==> src/rtl/systolic_pe_param.sv <==
// ============================================================================
// Module   : systolic_pe_param
// Purpose  : Systolic MAC cell. Forwards operands east/south and accumulates
//            K_DEPTH beats per tile into a narrowed result.
// Revision : 1.0 - initial parametrised release
// ============================================================================
`timescale 1ns/1ps
`default_nettype none

module systolic_pe_param #(
    parameter int DATA_W   = 8,
    parameter int ACC_W    = 20,
    parameter int OUT_W    = 8,
    parameter int K_DEPTH  = 3,
    parameter int SIGNED   = 0,
    parameter int SATURATE = 1
) (
    input  logic              CLK,
    input  logic              RESET,
    input  logic              clear_in,
    input  logic              valid_in,
    input  logic [DATA_W-1:0] a_in,
    input  logic [DATA_W-1:0] b_in,
    output logic [DATA_W-1:0] a_out,
    output logic [DATA_W-1:0] b_out,
    output logic              valid_out,
    output logic              done,
    output logic [OUT_W-1:0]  c_out,
    output logic [ACC_W-1:0]  c_full,
    output logic              overflow
);

    localparam int CNT_W  = $clog2(K_DEPTH + 1);
    localparam int PROD_W = 2 * DATA_W;
    localparam logic [CNT_W-1:0] K_LAST = CNT_W'(K_DEPTH);
    // Output range limits expressed at accumulator width for direct compares.
    localparam logic [ACC_W-1:0] U_MAX = ~({ACC_W{1'b1}} << OUT_W);
    localparam logic [ACC_W-1:0] S_MAX = U_MAX >> 1;
    localparam logic [ACC_W-1:0] S_MIN = ~S_MAX;

    typedef enum logic [1:0] {
        S_IDLE  = 2'd0,
        S_ACCUM = 2'd1,
        S_DONE  = 2'd2
    } state_t;

    state_t             state, state_n;
    logic [ACC_W-1:0]   acc, acc_n;
    logic [CNT_W-1:0]   cnt, cnt_n;
    logic               ovf_n, ovf_pos, pos_n;
    logic [OUT_W-1:0]   cout_n;
    logic [PROD_W-1:0]  prod;
    logic [ACC_W-1:0]   prod_ext;
    logic [ACC_W:0]     sum_wide;
    logic [ACC_W-1:0]   sum;
    logic               add_ovf, add_pos;

    generate
        if (SIGNED != 0) begin : g_signed
            assign prod     = $signed(a_in) * $signed(b_in);
            assign prod_ext = ACC_W'($signed(prod));
        end else begin : g_unsigned
            assign prod     = a_in * b_in;
            assign prod_ext = ACC_W'(prod);
        end
    endgenerate

    assign sum_wide = {1'b0, acc} + {1'b0, prod_ext};
    assign sum      = sum_wide[ACC_W-1:0];

    always_comb begin
        if (SIGNED != 0) begin
            add_ovf = (acc[ACC_W-1] == prod_ext[ACC_W-1]) && (sum[ACC_W-1] != acc[ACC_W-1]);
            add_pos = ~acc[ACC_W-1];
        end else begin
            add_ovf = sum_wide[ACC_W];
            add_pos = 1'b1;
        end
    end

    // pos selects the clamp direction once the accumulator has lost a carry.
    function automatic logic [OUT_W-1:0] narrow(input logic [ACC_W-1:0] v,
                                                 input logic ov, input logic pos);
        logic [OUT_W-1:0] r;
        r = v[OUT_W-1:0];
        if (SATURATE != 0) begin
            if (SIGNED != 0) begin
                if (ov)
                    r = pos ? S_MAX[OUT_W-1:0] : S_MIN[OUT_W-1:0];
                else if ($signed(v) > $signed(S_MAX))
                    r = S_MAX[OUT_W-1:0];
                else if ($signed(v) < $signed(S_MIN))
                    r = S_MIN[OUT_W-1:0];
            end else begin
                if (ov || (v > U_MAX))
                    r = U_MAX[OUT_W-1:0];
            end
        end
        return r;
    endfunction

    always_comb begin
        state_n = state;
        acc_n   = acc;
        cnt_n   = cnt;
        ovf_n   = overflow;
        pos_n   = ovf_pos;
        cout_n  = c_out;
        if (clear_in) begin
            state_n = S_IDLE;
            acc_n   = '0;
            cnt_n   = '0;
            ovf_n   = 1'b0;
            pos_n   = 1'b0;
            cout_n  = '0;
        end else if (valid_in) begin
            case (state)
                S_IDLE, S_DONE: begin
                    acc_n = prod_ext;
                    cnt_n = CNT_W'(1);
                    ovf_n = 1'b0;
                    pos_n = 1'b0;
                    if (K_DEPTH == 1) begin
                        state_n = S_DONE;
                        cout_n  = narrow(prod_ext, 1'b0, 1'b0);
                    end else begin
                        state_n = S_ACCUM;
                    end
                end
                S_ACCUM: begin
                    acc_n = sum;
                    cnt_n = cnt + 1'b1;
                    ovf_n = overflow | add_ovf;
                    pos_n = add_ovf ? add_pos : ovf_pos;
                    if (cnt_n == K_LAST) begin
                        state_n = S_DONE;
                        cout_n  = narrow(sum, ovf_n, pos_n);
                    end
                end
                default: state_n = S_IDLE;
            endcase
        end
    end

    always_ff @(posedge CLK or posedge RESET) begin
        if (RESET) begin
            state    <= S_IDLE;
            acc      <= '0;
            cnt      <= '0;
            overflow <= 1'b0;
            ovf_pos  <= 1'b0;
            c_out    <= '0;
        end else begin
            state    <= state_n;
            acc      <= acc_n;
            cnt      <= cnt_n;
            overflow <= ovf_n;
            ovf_pos  <= pos_n;
            c_out    <= cout_n;
        end
    end

    // Operand forwarding is independent of the tile state machine.
    always_ff @(posedge CLK or posedge RESET) begin
        if (RESET) begin
            a_out     <= '0;
            b_out     <= '0;
            valid_out <= 1'b0;
        end else begin
            a_out     <= a_in;
            b_out     <= b_in;
            valid_out <= valid_in;
        end
    end

    assign done   = (state == S_DONE);
    assign c_full = acc;

endmodule

`default_nettype wire

==> config.mk <==
export PLATFORM = sky130hd
export DESIGN_NAME = systolic_pe_param
export DESIGN_NICKNAME = d
export VERILOG_FILES = /design/src/rtl/systolic_pe_param.sv
export SDC_FILE = /design/constraint.sdc
export NUM_CORES = 1
export LEC_CHECK = 0
export ABC_AREA = 1
export CAP_MARGIN = 20
export CORE_UTILIZATION = 62
export DETAILED_ROUTE_END_ITERATION = 10
export GPL_ROUTABILITY_DRIVEN = 0
export MAX_ROUTING_LAYER = met4
export PLACE_DENSITY = 0.88
export SLEW_MARGIN = 20
export SYNTH_ARGS = -nofsm -noshare
export SYNTH_HDL_FRONTEND = slang
export SYNTH_SLANG_ARGS = --single-unit
==> constraint.sdc <==
create_clock -name CLK -period 4.2 [get_ports CLK]
set_input_delay 0.84 -clock CLK [delete_from_list [all_inputs] [get_ports CLK]]
set_output_delay 0.84 -clock CLK [all_outputs]
set_load 0.02 [all_outputs]
==> metrics, run 1 <==
Max Root-Sink Buffers=2; Mapped Cells=795; Max H-tree Level=2; Async SR Flop Fraction=between 90% and 100%; Ys Warns=0; Cell variety after synth=32; HPWL after DPL=about 13000 µm; GRT Resource Usage Total=around three quarters; Log Error=[ERROR GRT-0116] Global routing finished with congestion. Check the congestion regions in the DRC Viewer.; CTS Sinks=50; # IOs=between 60 and 70; last step reached=global routing (5_1_grt); Post-synth EDFFs=0; vias in the first global route=about 8400; Mapped Area=5510 µm²; Num CTS Buffers=5; Clk Tree Root Cell=clkbuf_8; Yosys reg bits=50; pre-CTS setup slack=-2.46 ns; Cell Rows=34; synthesized area per cell=around 7 µm²; Seq/Total Area, Yosys=a little under a quarter; largest net degree at the start of global routing=between 50 and 60; # hold bufs at CTS=0; Starting Density=63.5%; Chip Width=approximately 96 µm; Die H=approximately 96 µm; ys flop type=dfrtp_1; status=stopped before the end; syn_nets=slightly above 900; first-pass GRT wire length=between 50000 and 60000 µm; GRT Residual Overflow=25; Port Buf Inserts=66
kinds of logic after synthesis:
family,after synthesis,synth area share [%]
buf+inv,202,13.8
fa+ha+maj,92,25.9
xor+xnor,18,2.86
simple gates,370,28.5
flops,50,22.7
compound gates,63,6.26
through the flow:
| step | cell area [µm²] | std cells | setup TNS, ns | utilization (%) |
|---|---|---|---|---|
| CTS | 8080 | 1067 | -26.51 | 93.1 |
| floorplan | 5860 | 795 | -22.79 | - |
| global placement | 7060 | 1031 | -45.47 | 81.4 |
| detailed placement | 7060 | 1031 | -50.48 | 81.4 |
synth_stat cells, types with 13 or more instances:
cell	n	area share (%)
nor2_1	41	2.8
clkbuf_1	19	1.3
nand2_2	13	1.5
xor2_1	13	2.1
ha_1	55	12
fa_1	37	13
inv_1	176	12
nand2_1	246	17
dfrtp_1	50	23
nand3_1	43	3.9
a21oi_1	30	2.7
o21ai_0	18	1.6
routing by layer:
| layer | track usage (%) | GRT overflow |
|---|---|---|
| met1 | 76.3 | 1 |
| met2 | 90.5 | 10 |
| met3 | 63.0 | 1 |
| met4 | 70.3 | 13 |
| met5 | - | - |
timing repair:
action / CTS
setup endpoints to repair: 25
setup buffers: 29
gates resized for setup: 257
pin swaps: 106
==> inputs of run 2 (changes only) <==
--- a/config.mk
+++ b/config.mk
@@ -7,11 +7,10 @@
 export LEC_CHECK = 0
 export ABC_AREA = 1
 export CAP_MARGIN = 20
-export CORE_UTILIZATION = 62
+export CORE_UTILIZATION = 40
 export DETAILED_ROUTE_END_ITERATION = 10
 export GPL_ROUTABILITY_DRIVEN = 0
-export MAX_ROUTING_LAYER = met4
-export PLACE_DENSITY = 0.88
+export PLACE_DENSITY_LB_ADDON = 0.15
 export SLEW_MARGIN = 20
 export SYNTH_ARGS = -nofsm -noshare
 export SYNTH_HDL_FRONTEND = slang
==> run 2 against run 1 <==
The flow now finishes, with violations (setup timing). Synthesized area stayed put. Synthesized cell count is the same.
==> metrics, run 2 <==
Antenna Cells=0; simple-gate area share of the yosys netlist=28.5% (unchanged); Worst-Skew Late Latency=0.32 ns; hold path start=c_out[2]; top post-synthesis cells by area=dfrtp_1, nand2_1, fa_1, ha_1, inv_1; DR pass1 iterations=5; post-synth top area share=22.7% (unchanged); Chip Width=119 µm (+24%); clock slew at reported path FFs=0.07 ns; FMAX=around 180 MHz; Worst EP required=between 4 and 5 ns; Hold WS=approximately 0.49 ns; GRT Resource Usage Total=24.9%; r2r startpoint=c_full[0]; unrepaired setup endpoints after global routing=true; commonest cells after routing, fill and taps aside=nand2_1, inv_1, buf_4; cell family with most CP delay=adder cells; Yosys reg bits=50 (unchanged); Max Root-Sink Buffers=2 (unchanged); # Max-Cap Violations=0; main combinational cell family by area after synthesis=simple AND/OR/NAND/NOR gates; Clock Skew=roughly 0.013 ns; WL final=roughly 18000 µm; post-synthesis mux area share=0% (unchanged); Worst Setup SP=a_in[7]; status=finished with violations; slowest cell on the critical path=fa_1; Starting Density=41.3% (-22 points); Clk Tree Root Cell=clkbuf_16; proportion of layout cells with a drive suffix above 1=about 42%; WL per Instance=between 15 and 20 µm; HPWL after DPL=13100 µm (about the same); Ys Warns=0 (unchanged); Port Buf Inserts=66 (unchanged); nets=~1100; CTS Sinks=50 (unchanged); Synth top cells by count=nand2_1, inv_1, ha_1, dfrtp_1, nand3_1; Adder-Cell Fraction of Synth Area=25.9% (unchanged); DRC Markers=0; Slew Viols, Final=0; Final Hold Vio Count=0; Max-slew headroom=a little over a third; Die Area=14300 µm²; setup ws final=-1.51 ns; ys flop type=dfrtp_1; endpoints failing setup=23; Sum Neg Setup Slack=-27.56 ns; Post-synth EDFFs=0 (unchanged); crit-path max FO=8; initial antenna violation count=0; XOR/XNOR Fraction of Synth Area=2.86% (unchanged); commonest non-fill, non-tap cell in the layout=nand2_1; Largest register FFs=20; via count=slightly below 6000; Mapped Cells=795 (unchanged); Num CTS Buffers=5 (unchanged); Detail Route Antenna Nets=0; Seq/Total Area, Yosys=22.7% (unchanged); reg2reg setup slack=1.44 ns; CTS tree=yes; Cell Rows=42 (+24%); syn_nets=907 (unchanged); type of the tightest min-delay check=flip-flop to flip-flop; Buffers & Inverters on Critical Path=6; area delta synth->final=59.6%; core area=about 13000 µm²; Die H=119 µm (+24%); vias in the first global route=approximately 5900; # hold bufs at CTS=0 (unchanged); Largest stage delay, worst path=0.54 ns; Max H-tree Level=2 (unchanged); Synth area leader=dfrtp_1; most used cell, CP=nand2_2; GRT Residual Overflow=0; Slew @ Worst Pin=approximately 0.97 ns; Cell variety after synth=32 (unchanged); first-pass GRT wire length=about 28000 µm; synthesized area per cell=6.94 µm² (unchanged); violated checks=setup timing; final worst-path cycle share=136%; count leader, synth=nand2_1; Mapped Area=5510 µm² (unchanged); Crit Path Category=input pin to flip-flop; Async SR Flop Fraction=100% (unchanged); Via density=5.01; type of destination of the critical path=flip-flop; largest net degree at the start of global routing=31; min Tclk post-route=about 5.7 ns; Compound-Gate Fraction of Synth Area=6.26% (unchanged); # IOs=67 (unchanged); CP startpoint kind=input pin; iteration-0 DRC count of the detailed router=around 370; CP arrival=between 5 and 6 ns
==> run 2: area by class of cell <==
cell class	count	area, µm²
timing repair buffer	205	1850
inverter	180	686
sequential	50	1250
clock buffer	6	139
clock inverter	2	16.3
tap	176	220
multi-input combinational	543	4640
fill	1081	4550
==> run 2: kinds of logic (layout without fill, tap and decap cells) <==
| group | Yosys count | count (layout) |
|---|---|---|
| AOI/OAI and AO/OA | 63 | 63 |
| buffers and inverters | 202 | 393 |
| and+or+nand+nor | 370 | 370 |
| DFF | 50 | 50 |
| xor gates and xnor gates | 18 | 18 |
| adders and majority gates | 92 | 92 |
==> run 2: per-stage QoR <==
stage               utilization [%]  instances  cell area [µm²]  setup WS, ns
global placement               54.3       1113             7250         -2.41
detailed placement             54.3       1113             7250         -2.52
floorplan                         -        795             5860         -1.37
CTS                            60.2       1142             8030         -1.60
finish                         65.9       1162             8800         -1.51
global route                   65.9       1162             8800         -1.75
==> run 2: final timing paths <==
| path | endpoint | cells after the start |
|---|---|---|
| setup / recovery | c_out[0] | 31 |
| hold / removal | c_out[2] | 2 |
| setup reg to reg | c_out[0] | 19 |
| hold reg to reg | c_out[2] | 2 |
| max in group asynchronous | valid_out | 3 |
| min in group asynchronous | c_full[10] | 2 |
==> run 2: worst reg2reg max path, stage by stage, from the launching register on <==
cell and delay (ns):
dfrtp_1 0.39, ha_1 0.23, inv_1 0.07, fa_1 0.40, inv_1 0.15, nand3_1 0.09, nand2_1 0.18, nand2_1 0.13
nand2_2 0.14, nand2_4 0.07, nand2_4 0.07, buf_6 0.09, nand2_2 0.04, nand2_2 0.08, nand3_2 0.09, nor2_4 0.11
buf_12 0.14, nand3_2 0.08, nand2_2 0.06, nand2_1 0.05
==> run 2: timing repair <==
action	CTS	global route
buffers inserted	23	27
setup endpoints to repair	25	25
resized for setup	210	152
pin swaps	80	119
==> run 2: layer usage <==
layer / part of all wire [%] / global-route usage [%]
met1: 41 / 29.8
met2: 51 / 43.9
met3: 4.2 / 3.45
met4: 4.5 / 11.6
met5: 0 / 0
Power of run 2 is left out: the tool's default activity adds up to more than one toggle a clock period on the data nets, which glitch-free logic cannot reach.
